[src/rtl/util_wdg_pkg.sv]
// Shared types and constants for the watchdog supervisor: FSM state encoding, strike counter
// width and the default disarm key.
package util_wdg_pkg;

    // Encoding is visible to software through fsm_state.
    typedef enum logic [2:0] {
        StIdle   = 3'd0,
        StLoad1  = 3'd1,
        StArmed  = 3'd2,
        StLoad2  = 3'd3,
        StWarn   = 3'd4,
        StReset  = 3'd5,
        StLocked = 3'd6
    } wdg_state_e;

    localparam int unsigned          STRIKE_W           = 4;
    localparam logic [STRIKE_W-1:0]  STRIKE_SAT         = 4'hF;
    localparam logic [31:0]          DISARM_KEY_DEFAULT = 32'h5A5AA5A5;

    function automatic logic [STRIKE_W-1:0] strike_inc(input logic [STRIKE_W-1:0] cnt);
        return (cnt == STRIKE_SAT) ? cnt : cnt + 4'd1;
    endfunction

endpackage

[src/rtl/util_wdg_supervisor_if.sv]
// CPU-side control bus of the watchdog supervisor: config handshake plus arm/kick/disarm strobes.
interface util_wdg_supervisor_if #(
    parameter int unsigned PRESET_W = 32
);
    logic                cfg_valid;
    logic                cfg_ready;
    logic [PRESET_W-1:0] cfg_preset;
    logic [PRESET_W-1:0] cfg_preset2;
    logic                arm;
    logic                kick;
    logic                disarm_req;
    logic [31:0]         disarm_key;

    modport master (
        output cfg_valid, cfg_preset, cfg_preset2, arm, kick, disarm_req, disarm_key,
        input  cfg_ready
    );

    modport slave (
        input  cfg_valid, cfg_preset, cfg_preset2, arm, kick, disarm_req, disarm_key,
        output cfg_ready
    );
endinterface

[src/rtl/util_wdg_pulse_cnt.sv]
// Loadable down-counter producing a LEN-cycle registered pulse; start restarts the pulse,
// clr cancels it.
module util_wdg_pulse_cnt #(
    parameter int unsigned LEN = 2
) (
    input  logic clk,
    input  logic rstn,
    input  logic start,
    input  logic clr,
    output logic active,
    output logic last
);
    localparam int unsigned CNT_W = (LEN > 1) ? $clog2(LEN) : 1;

    logic [CNT_W-1:0] cnt_q, cnt_d;
    logic             active_q, active_d;

    always_comb begin
        cnt_d    = cnt_q;
        active_d = active_q;
        if (clr) begin
            cnt_d    = '0;
            active_d = 1'b0;
        end else if (start) begin
            cnt_d    = CNT_W'(LEN - 1);
            active_d = 1'b1;
        end else if (cnt_q != '0) begin
            cnt_d = cnt_q - CNT_W'(1);
        end else begin
            active_d = 1'b0;
        end
    end

    always_ff @(posedge clk or negedge rstn) begin
        if (!rstn) begin
            cnt_q    <= '0;
            active_q <= 1'b0;
        end else begin
            cnt_q    <= cnt_d;
            active_q <= active_d;
        end
    end

    assign active = active_q;
    assign last   = active_q && (cnt_q == '0);

endmodule

[src/rtl/util_wdg_supervisor.sv]
// Sequencing controller for one watchdog: config, arm/disarm, kick service and timeout
// escalation (warning IRQ, system reset request, lockout).
module util_wdg_supervisor
    import util_wdg_pkg::*;
#(
    parameter int unsigned PRESET_W    = 32,
    parameter int unsigned LOAD_CYC    = 2,
    parameter int unsigned RST_PULSE   = 16,
    parameter int unsigned MAX_STRIKES = 3,
    parameter logic [31:0] DISARM_KEY  = DISARM_KEY_DEFAULT
) (
    input  logic                  clk,
    input  logic                  rstn,
    util_wdg_supervisor_if.slave  cfg,
    output logic                  wd_en,
    output logic                  wd_load,
    output logic [PRESET_W-1:0]   wd_preset,
    input  logic                  wd_inactive,
    output logic                  irq_warn,
    output logic                  sys_rst_req,
    output logic [STRIKE_W-1:0]   strike_cnt,
    output logic [2:0]            fsm_state
);
    wdg_state_e          state_q, state_d;
    logic [PRESET_W-1:0] preset1_q, preset1_d, preset2_q, preset2_d;
    logic [PRESET_W-1:0] wd_preset_q, wd_preset_d, preset1_eff;
    logic [STRIKE_W-1:0] strike_q, strike_d;
    logic                wd_en_q, irq_warn_q, sys_rst_req_q, cfg_ready_q;
    logic                inact_q, load_blank_q;
    logic                load_start, load_clr, rst_start;
    logic                load_active, load_last, rst_active, rst_last;
    logic                cfg_fire, key_ok, timeout;

    util_wdg_pulse_cnt #(.LEN(LOAD_CYC)) u_load_cnt (
        .clk    (clk),
        .rstn   (rstn),
        .start  (load_start),
        .clr    (load_clr),
        .active (load_active),
        .last   (load_last)
    );

    util_wdg_pulse_cnt #(.LEN(RST_PULSE)) u_rst_cnt (
        .clk    (clk),
        .rstn   (rstn),
        .start  (rst_start),
        .clr    (1'b0),
        .active (rst_active),
        .last   (rst_last)
    );

    assign cfg_fire    = cfg.cfg_valid && cfg_ready_q;
    assign preset1_eff = cfg_fire ? cfg.cfg_preset : preset1_q;
    assign key_ok      = (cfg.disarm_key == DISARM_KEY);
    // The watchdog flag may still reflect the old count during a reload and the cycle after it.
    assign timeout     = wd_inactive && !inact_q && !load_active && !load_blank_q;

    always_comb begin
        state_d     = state_q;
        preset1_d   = preset1_q;
        preset2_d   = preset2_q;
        wd_preset_d = wd_preset_q;
        strike_d    = strike_q;
        load_start  = 1'b0;
        load_clr    = 1'b0;
        rst_start   = 1'b0;

        case (state_q)
            StIdle: begin
                if (cfg_fire) begin
                    preset1_d = cfg.cfg_preset;
                    preset2_d = cfg.cfg_preset2;
                    strike_d  = '0;
                end
                if (cfg.arm && (preset1_eff != '0)) begin
                    state_d     = StLoad1;
                    load_start  = 1'b1;
                    wd_preset_d = preset1_eff;
                end
            end
            StLoad1: if (load_last) state_d = StArmed;
            StArmed: begin
                if (cfg.disarm_req) begin
                    if (key_ok) begin
                        state_d  = StIdle;
                        load_clr = 1'b1;
                    end else begin
                        state_d     = StLoad2;
                        load_start  = 1'b1;
                        wd_preset_d = preset2_q;
                    end
                end else if (cfg.kick) begin
                    load_start = 1'b1;
                end else if (timeout) begin
                    state_d     = StLoad2;
                    load_start  = 1'b1;
                    wd_preset_d = preset2_q;
                end
            end
            StLoad2: if (load_last) state_d = StWarn;
            StWarn: begin
                if (cfg.disarm_req && key_ok) begin
                    state_d  = StIdle;
                    load_clr = 1'b1;
                end else if (!cfg.disarm_req && cfg.kick) begin
                    state_d     = StLoad1;
                    load_start  = 1'b1;
                    wd_preset_d = preset1_q;
                end else if (cfg.disarm_req || timeout) begin
                    state_d   = StReset;
                    rst_start = 1'b1;
                    load_clr  = 1'b1;
                    strike_d  = strike_inc(strike_q);
                end
            end
            StReset: begin
                // An idle pulse counter here can only mean a lost start; leave rather than hang.
                if (rst_last || !rst_active) begin
                    if (strike_q == STRIKE_W'(MAX_STRIKES)) begin
                        state_d = StLocked;
                    end else begin
                        state_d     = StLoad1;
                        load_start  = 1'b1;
                        wd_preset_d = preset1_q;
                    end
                end
            end
            StLocked: state_d = StLocked;
            default:  state_d = StIdle;
        endcase
    end

    always_ff @(posedge clk or negedge rstn) begin
        if (!rstn) begin
            state_q       <= StIdle;
            preset1_q     <= '0;
            preset2_q     <= '0;
            wd_preset_q   <= '0;
            strike_q      <= '0;
            wd_en_q       <= 1'b0;
            irq_warn_q    <= 1'b0;
            sys_rst_req_q <= 1'b0;
            cfg_ready_q   <= 1'b1;
            inact_q       <= 1'b0;
            load_blank_q  <= 1'b0;
        end else begin
            state_q       <= state_d;
            preset1_q     <= preset1_d;
            preset2_q     <= preset2_d;
            wd_preset_q   <= wd_preset_d;
            strike_q      <= strike_d;
            wd_en_q       <= state_d inside {StLoad1, StArmed, StLoad2, StWarn};
            irq_warn_q    <= state_d inside {StLoad2, StWarn};
            sys_rst_req_q <= state_d inside {StReset, StLocked};
            cfg_ready_q   <= (state_d == StIdle);
            inact_q       <= wd_inactive;
            load_blank_q  <= load_active;
        end
    end

    assign cfg.cfg_ready = cfg_ready_q;
    assign wd_en         = wd_en_q;
    assign wd_load       = load_active;
    assign wd_preset     = wd_preset_q;
    assign irq_warn      = irq_warn_q;
    assign sys_rst_req   = sys_rst_req_q;
    assign strike_cnt    = strike_q;
    assign fsm_state     = state_q;

endmodule
[src/flat_wrapper.sv]
// flat-port wrapper written by rule: the top's interface ports become plain ports
module util_wdg_supervisor_flat import util_wdg_pkg::*;
#(
    parameter int unsigned PRESET_W    = 32,
    parameter int unsigned LOAD_CYC    = 2,
    parameter int unsigned RST_PULSE   = 16,
    parameter int unsigned MAX_STRIKES = 3,
    parameter logic [31:0] DISARM_KEY  = DISARM_KEY_DEFAULT
)
  (clk, rstn, wd_en, wd_load, wd_preset, wd_inactive, irq_warn, sys_rst_req, strike_cnt, fsm_state, cfg_cfg_valid, cfg_cfg_preset, cfg_cfg_preset2, cfg_arm, cfg_kick, cfg_disarm_req, cfg_disarm_key, cfg_cfg_ready);
  util_wdg_supervisor_if #(.PRESET_W(PRESET_W)) cfg_i ();
  input  logic clk;
  input  logic rstn;
  output logic wd_en;
  output logic wd_load;
  output logic [PRESET_W-1:0] wd_preset;
  input  logic wd_inactive;
  output logic irq_warn;
  output logic sys_rst_req;
  output logic [STRIKE_W-1:0] strike_cnt;
  output logic [2:0] fsm_state;
  input wire logic [$bits(cfg_i.cfg_valid)-1:0] cfg_cfg_valid;
  input wire logic [$bits(cfg_i.cfg_preset)-1:0] cfg_cfg_preset;
  input wire logic [$bits(cfg_i.cfg_preset2)-1:0] cfg_cfg_preset2;
  input wire logic [$bits(cfg_i.arm)-1:0] cfg_arm;
  input wire logic [$bits(cfg_i.kick)-1:0] cfg_kick;
  input wire logic [$bits(cfg_i.disarm_req)-1:0] cfg_disarm_req;
  input wire logic [$bits(cfg_i.disarm_key)-1:0] cfg_disarm_key;
  output wire logic [$bits(cfg_i.cfg_ready)-1:0] cfg_cfg_ready;
  assign cfg_i.cfg_valid = cfg_cfg_valid;
  assign cfg_i.cfg_preset = cfg_cfg_preset;
  assign cfg_i.cfg_preset2 = cfg_cfg_preset2;
  assign cfg_i.arm = cfg_arm;
  assign cfg_i.kick = cfg_kick;
  assign cfg_i.disarm_req = cfg_disarm_req;
  assign cfg_i.disarm_key = cfg_disarm_key;
  assign cfg_cfg_ready = cfg_i.cfg_ready;
  util_wdg_supervisor #(.PRESET_W(PRESET_W), .LOAD_CYC(LOAD_CYC), .RST_PULSE(RST_PULSE), .MAX_STRIKES(MAX_STRIKES), .DISARM_KEY(DISARM_KEY)) u_core (.clk(clk), .rstn(rstn), .cfg(cfg_i), .wd_en(wd_en), .wd_load(wd_load), .wd_preset(wd_preset), .wd_inactive(wd_inactive), .irq_warn(irq_warn), .sys_rst_req(sys_rst_req), .strike_cnt(strike_cnt), .fsm_state(fsm_state));
endmodule
[config.mk]
export PLATFORM = sky130hd
export DESIGN_NAME = util_wdg_supervisor_flat
export DESIGN_NICKNAME = d
export VERILOG_FILES = /design/src/rtl/util_wdg_pkg.sv /design/src/rtl/util_wdg_supervisor_if.sv /design/src/rtl/util_wdg_pulse_cnt.sv /design/src/rtl/util_wdg_supervisor.sv /design/src/flat_wrapper.sv
export SDC_FILE = /design/constraint.sdc
export NUM_CORES = 1
export LEC_CHECK = 0
export ABC_CLOCK_PERIOD_IN_PS = 2660
export CAP_MARGIN = 10
export CELL_PAD_IN_SITES_DETAIL_PLACEMENT = 1
export CELL_PAD_IN_SITES_GLOBAL_PLACEMENT = 1
export CORE_UTILIZATION = 30
export CTS_BUF_LIST = sky130_fd_sc_hd__clkbuf_4
export CTS_CLUSTER_DIAMETER = 80
export CTS_CLUSTER_SIZE = 12
export DETAILED_ROUTE_END_ITERATION = 12
export PLACE_DENSITY_LB_ADDON = 0.1
export SLEW_MARGIN = 20
export SYNTH_ARGS = -nofsm -noshare
export SYNTH_HDL_FRONTEND = slang
export SYNTH_SLANG_ARGS = --single-unit
[constraint.sdc]
create_clock -name clk -period 2.66 [get_ports clk]
set_input_delay 0.532 -clock clk [delete_from_list [all_inputs] [get_ports clk]]
set_output_delay 0.532 -clock clk [all_outputs]
set_load 0.01 [all_outputs]
==> results.tsv <==
stage	metric	value	unit
worst_setup_path	cpMostUsedCell	nand2_1	
timing	rsz0062_at_grt	false	
worst_setup_path	cp_top_family	simple AND/OR/NAND/NOR gates	
yosys	syn_avg_cell_area	12.4	um2
drt	detail-route-antenna-nets	0	
yosys	synth_cells	431	
finish	nNetsFinal	733	
worst_setup_path	critPathLaunchType	register	
timing	period_share	93.9	%
drt	drtIter0Drc	281	
drt	viasPerCell	5.09	
finish	drive_gt1_share	25.1	%
worst_setup_path	ff2ff_setup_slack	0.16	ns
worst_setup_path	required	3.05	ns
worst_setup_path	cp_num_buf_inv	1	
yosys	synthesis.area	0.00534	mm2
worst_setup_path	worst_setup_path_end_kind	register	
hold_path	hold_start	u_core.u_load_cnt.active	
timing	finalHoldViolCount	0	
global_routing	grt_overflow	0	
drt	drcViolationCount	0	
finish	layout_commonest_cell	clkdlybuf4s50_1	
drt	first_pass_iters	8	
timing	tightest_slew	1.07	ns
floorplan	dieWidth	135	um
placement	port_buffers	146	
floorplan	die_y	135	um
global_routing	grtUsageMet1	23.3	%
global_routing	grt_pass1_vias	4879	
clock_network	cts-buffers-inserted	17	
hold_path	min_path_type	reg -> reg	
global_routing	met2_usage	32.1	%
placement	gp_congestion	0.823	
clock_network	clk_path_buf_depth	2	
timing	setup_tns	0	ns
run	maxCapViolations	0	
global_routing	busiest_layer	met2	
finish	area_growth	45.8	%
worst_setup_path	worstSetupStartpoint	u_core.u_rst_cnt.cnt_q[0]	
timing	finalSetupViolCount	0	
worst_setup_path	worstPathArrival	2.89	ns
global_routing	grt_usage	18.9	%
finish	fin_cells	867	
global_routing	grt_max_degree	55	
timing	period_minus_slack	2.50	ns
floorplan	core	0.0174	mm2
yosys	yosys_warnings	0	
global_routing	antenna_found_initial	1	
finish	final_cell_mix	clkdlybuf4s50_1 (145), dfrtp_1 (115), mux2_2 (64)	
yosys	synth_nets	536	
finish	final_core_util	44.8	%
clock_network	clk_pin_slew	0.12	ns
clock_network	clock_latency	0.53	ns
floorplan	start_util	30.8	%
worst_setup_path	r2r-start	u_core.u_rst_cnt.cnt_q[0]	
worst_setup_path	cp_slowest_cell	or4b_4	
yosys	async_reset_ff_share	100	%
yosys	synth_cell_types	50	
power_and_ir_drop	vdd_drop_max	0.428	mV
clock_network	htree_levels	4	
global_routing	grtUsageMet3	4.41	%
placement	place_inst	833	
yosys	synth_top_flop_cell	dfrtp_1	
timing	fmax	0.400	GHz
status	status	finished clean	
yosys	synth_edf_count	0	
floorplan	row_count	48	
power_and_ir_drop	power.leakage	3.40	nW
global_routing	grt_pass1_wl	26200	um
worst_setup_path	worst_path_largest_cell_delay	0.54	ns
worst_setup_path	cp_cell_sequence	inv_1 > ha_1 > or3b_1 > nand2_1 > nand2_1 > a32o_1 > or4b_4 > xor2_1	
drt	routed_wl	16100	um
drt	post_drt_wl_per_cell	18.6	um
floorplan	io_pins	147	
drt	vias	4414	
timing	relSlewSlack	28.5	%
yosys	seq_area_frac_synth	54.4	%
clock_network	cts_tree	built	
yosys	ys_ff_latch	116	
clock_network	clockRootBuffer	clkbuf_4	
floorplan	dieArea	0.0183	mm2
timing	skew	0.0167	ns
placement	hpwl	11800	um
power_and_ir_drop	powerDensity	1090	mW/mm2
worst_setup_path	crit_type	reg -> reg	
worst_setup_path	crit_fanout	5	
clock_network	cts.sinks	116	
timing	slew_violations	0	
==> metal layers <==
| metal | vias up | wire length [um] |
|---|---|---|
| met3 | 19 | 913 |
| met1 | 2252 | 6870 |
| met2 | 123 | 8100 |
| li1 | 2020 | - |
| met4 | 0 | 253 |
| met5 | - | 0 |
==> cells by family after synthesis <==
family                   after synthesis  synth area share, %
XOR/XNOR                               3                0.492
AND/OR/NAND/NOR                       90                 10.2
multiplexers                          98                 19.9
adder cells (fa/ha/maj)                2                0.469
AO/OA/AOI/OAI                         60                 9.54
flip-flops                           116                 54.4
buffers and inverters                 62                 4.99
==> sequential cells by signal (all words and copies together) (netlist names) <==
| signal | flops |
|---|---|
| u_core.preset1_q | 32 |
| u_core.preset2_q | 32 |
| u_core.wd_preset | 32 |
| u_core.strike_cnt | 4 |
| u_core.u_rst_cnt.cnt_q | 4 |
| u_core.fsm_state | 3 |
| u_core.cfg.cfg_ready | 1 |
| u_core.inact_q | 1 |
| u_core.irq_warn | 1 |
| u_core.load_blank_q | 1 |
| u_core.sys_rst_req | 1 |
| u_core.u_load_cnt.active | 1 |
| u_core.u_load_cnt.cnt_q | 1 |
| u_core.u_rst_cnt.active | 1 |
| u_core.wd_en | 1 |
==> synth_stat cells, types with 5 or more instances <==
| master | instances | area (um2) |
|---|---|---|
| dfrtp_1 | 115 | 2880 |
| mux2_2 | 64 | 721 |
| inv_1 | 38 | 143 |
| mux2i_1 | 34 | 340 |
| a222oi_1 | 32 | 320 |
| nor4_1 | 16 | 100 |
| nand2_1 | 14 | 52.6 |
| nor2_1 | 14 | 52.6 |
| clkbuf_1 | 12 | 45.0 |
| a21oi_1 | 10 | 50.1 |
| buf_2 | 9 | 45.0 |
| nand4_1 | 7 | 43.8 |
| nand2b_1 | 5 | 31.3 |
| nor3_1 | 5 | 25.0 |
| o21ai_0 | 5 | 25.0 |
==> path summary, 6_finish.rpt <==
kind | to | cells after the start
max | u_core.wd_en | 8
min | u_core.load_blank_q | 0
min in group asynchronous | u_core.wd_preset[17] | 2
min reg2reg | u_core.load_blank_q | 0
max in group asynchronous | u_core.preset2_q[15] | 3
max reg2reg | u_core.wd_en | 8
==> what timing repair did <==
item                                   in CTS  in global routing
hold buffers                                1                  0
buffers inserted                            0                  0
resized for setup                           0                  0
endpoints found under the hold margin      32                  0
==> final cells by class <==
cell class	count	area (um2)
clock inverters	15	164
inverters	38	143
repair buffers	202	1940
multi-input cells	253	2210
fillers	1850	9580
well taps	225	282
diodes	1	2.50
clock buffers	17	128
flip-flops and latches	116	2900
==> metrics by stage <==
| stage | setup slack, ns | total power, mW | hold WS (ns) | area (um2) |
|---|---|---|---|---|
| 2_1_floorplan | 0.389 | 5.51 | 0.236 | 5340 |
| 3_3_place_gp | -0.390 | 7.14 | 0.444 | 7480 |
| 3_5_place_dp | -0.361 | 7.27 | 0.454 | 7480 |
| 4_1_cts | 0.154 | 8.65 | 0.428 | 7780 |
| 5_1_grt | 0.0298 | 9.16 | 0.435 | 7780 |
| 6_report | 0.161 | 8.52 | 0.479 | 7780 |
==> where the power goes <==
part	internal (mW)	leakage (nW)	total [mW]	switching (mW)
Combinational	2.19	1.82	3.94	1.76
Clock	0.639	0.146	1.35	0.715
Sequential	2.61	1.44	3.22	0.608
==> worst reg2reg max path: stages, from the launching register on <==
cell	delay, ns
dfrtp_1	0.42
inv_1	0.07
ha_1	0.20
or3b_1	0.46
nand2_1	0.15
nand2_1	0.08
a32o_1	0.29
or4b_4	0.54
xor2_1	0.16
Note: power is estimated with default switching activity, not from simulation.
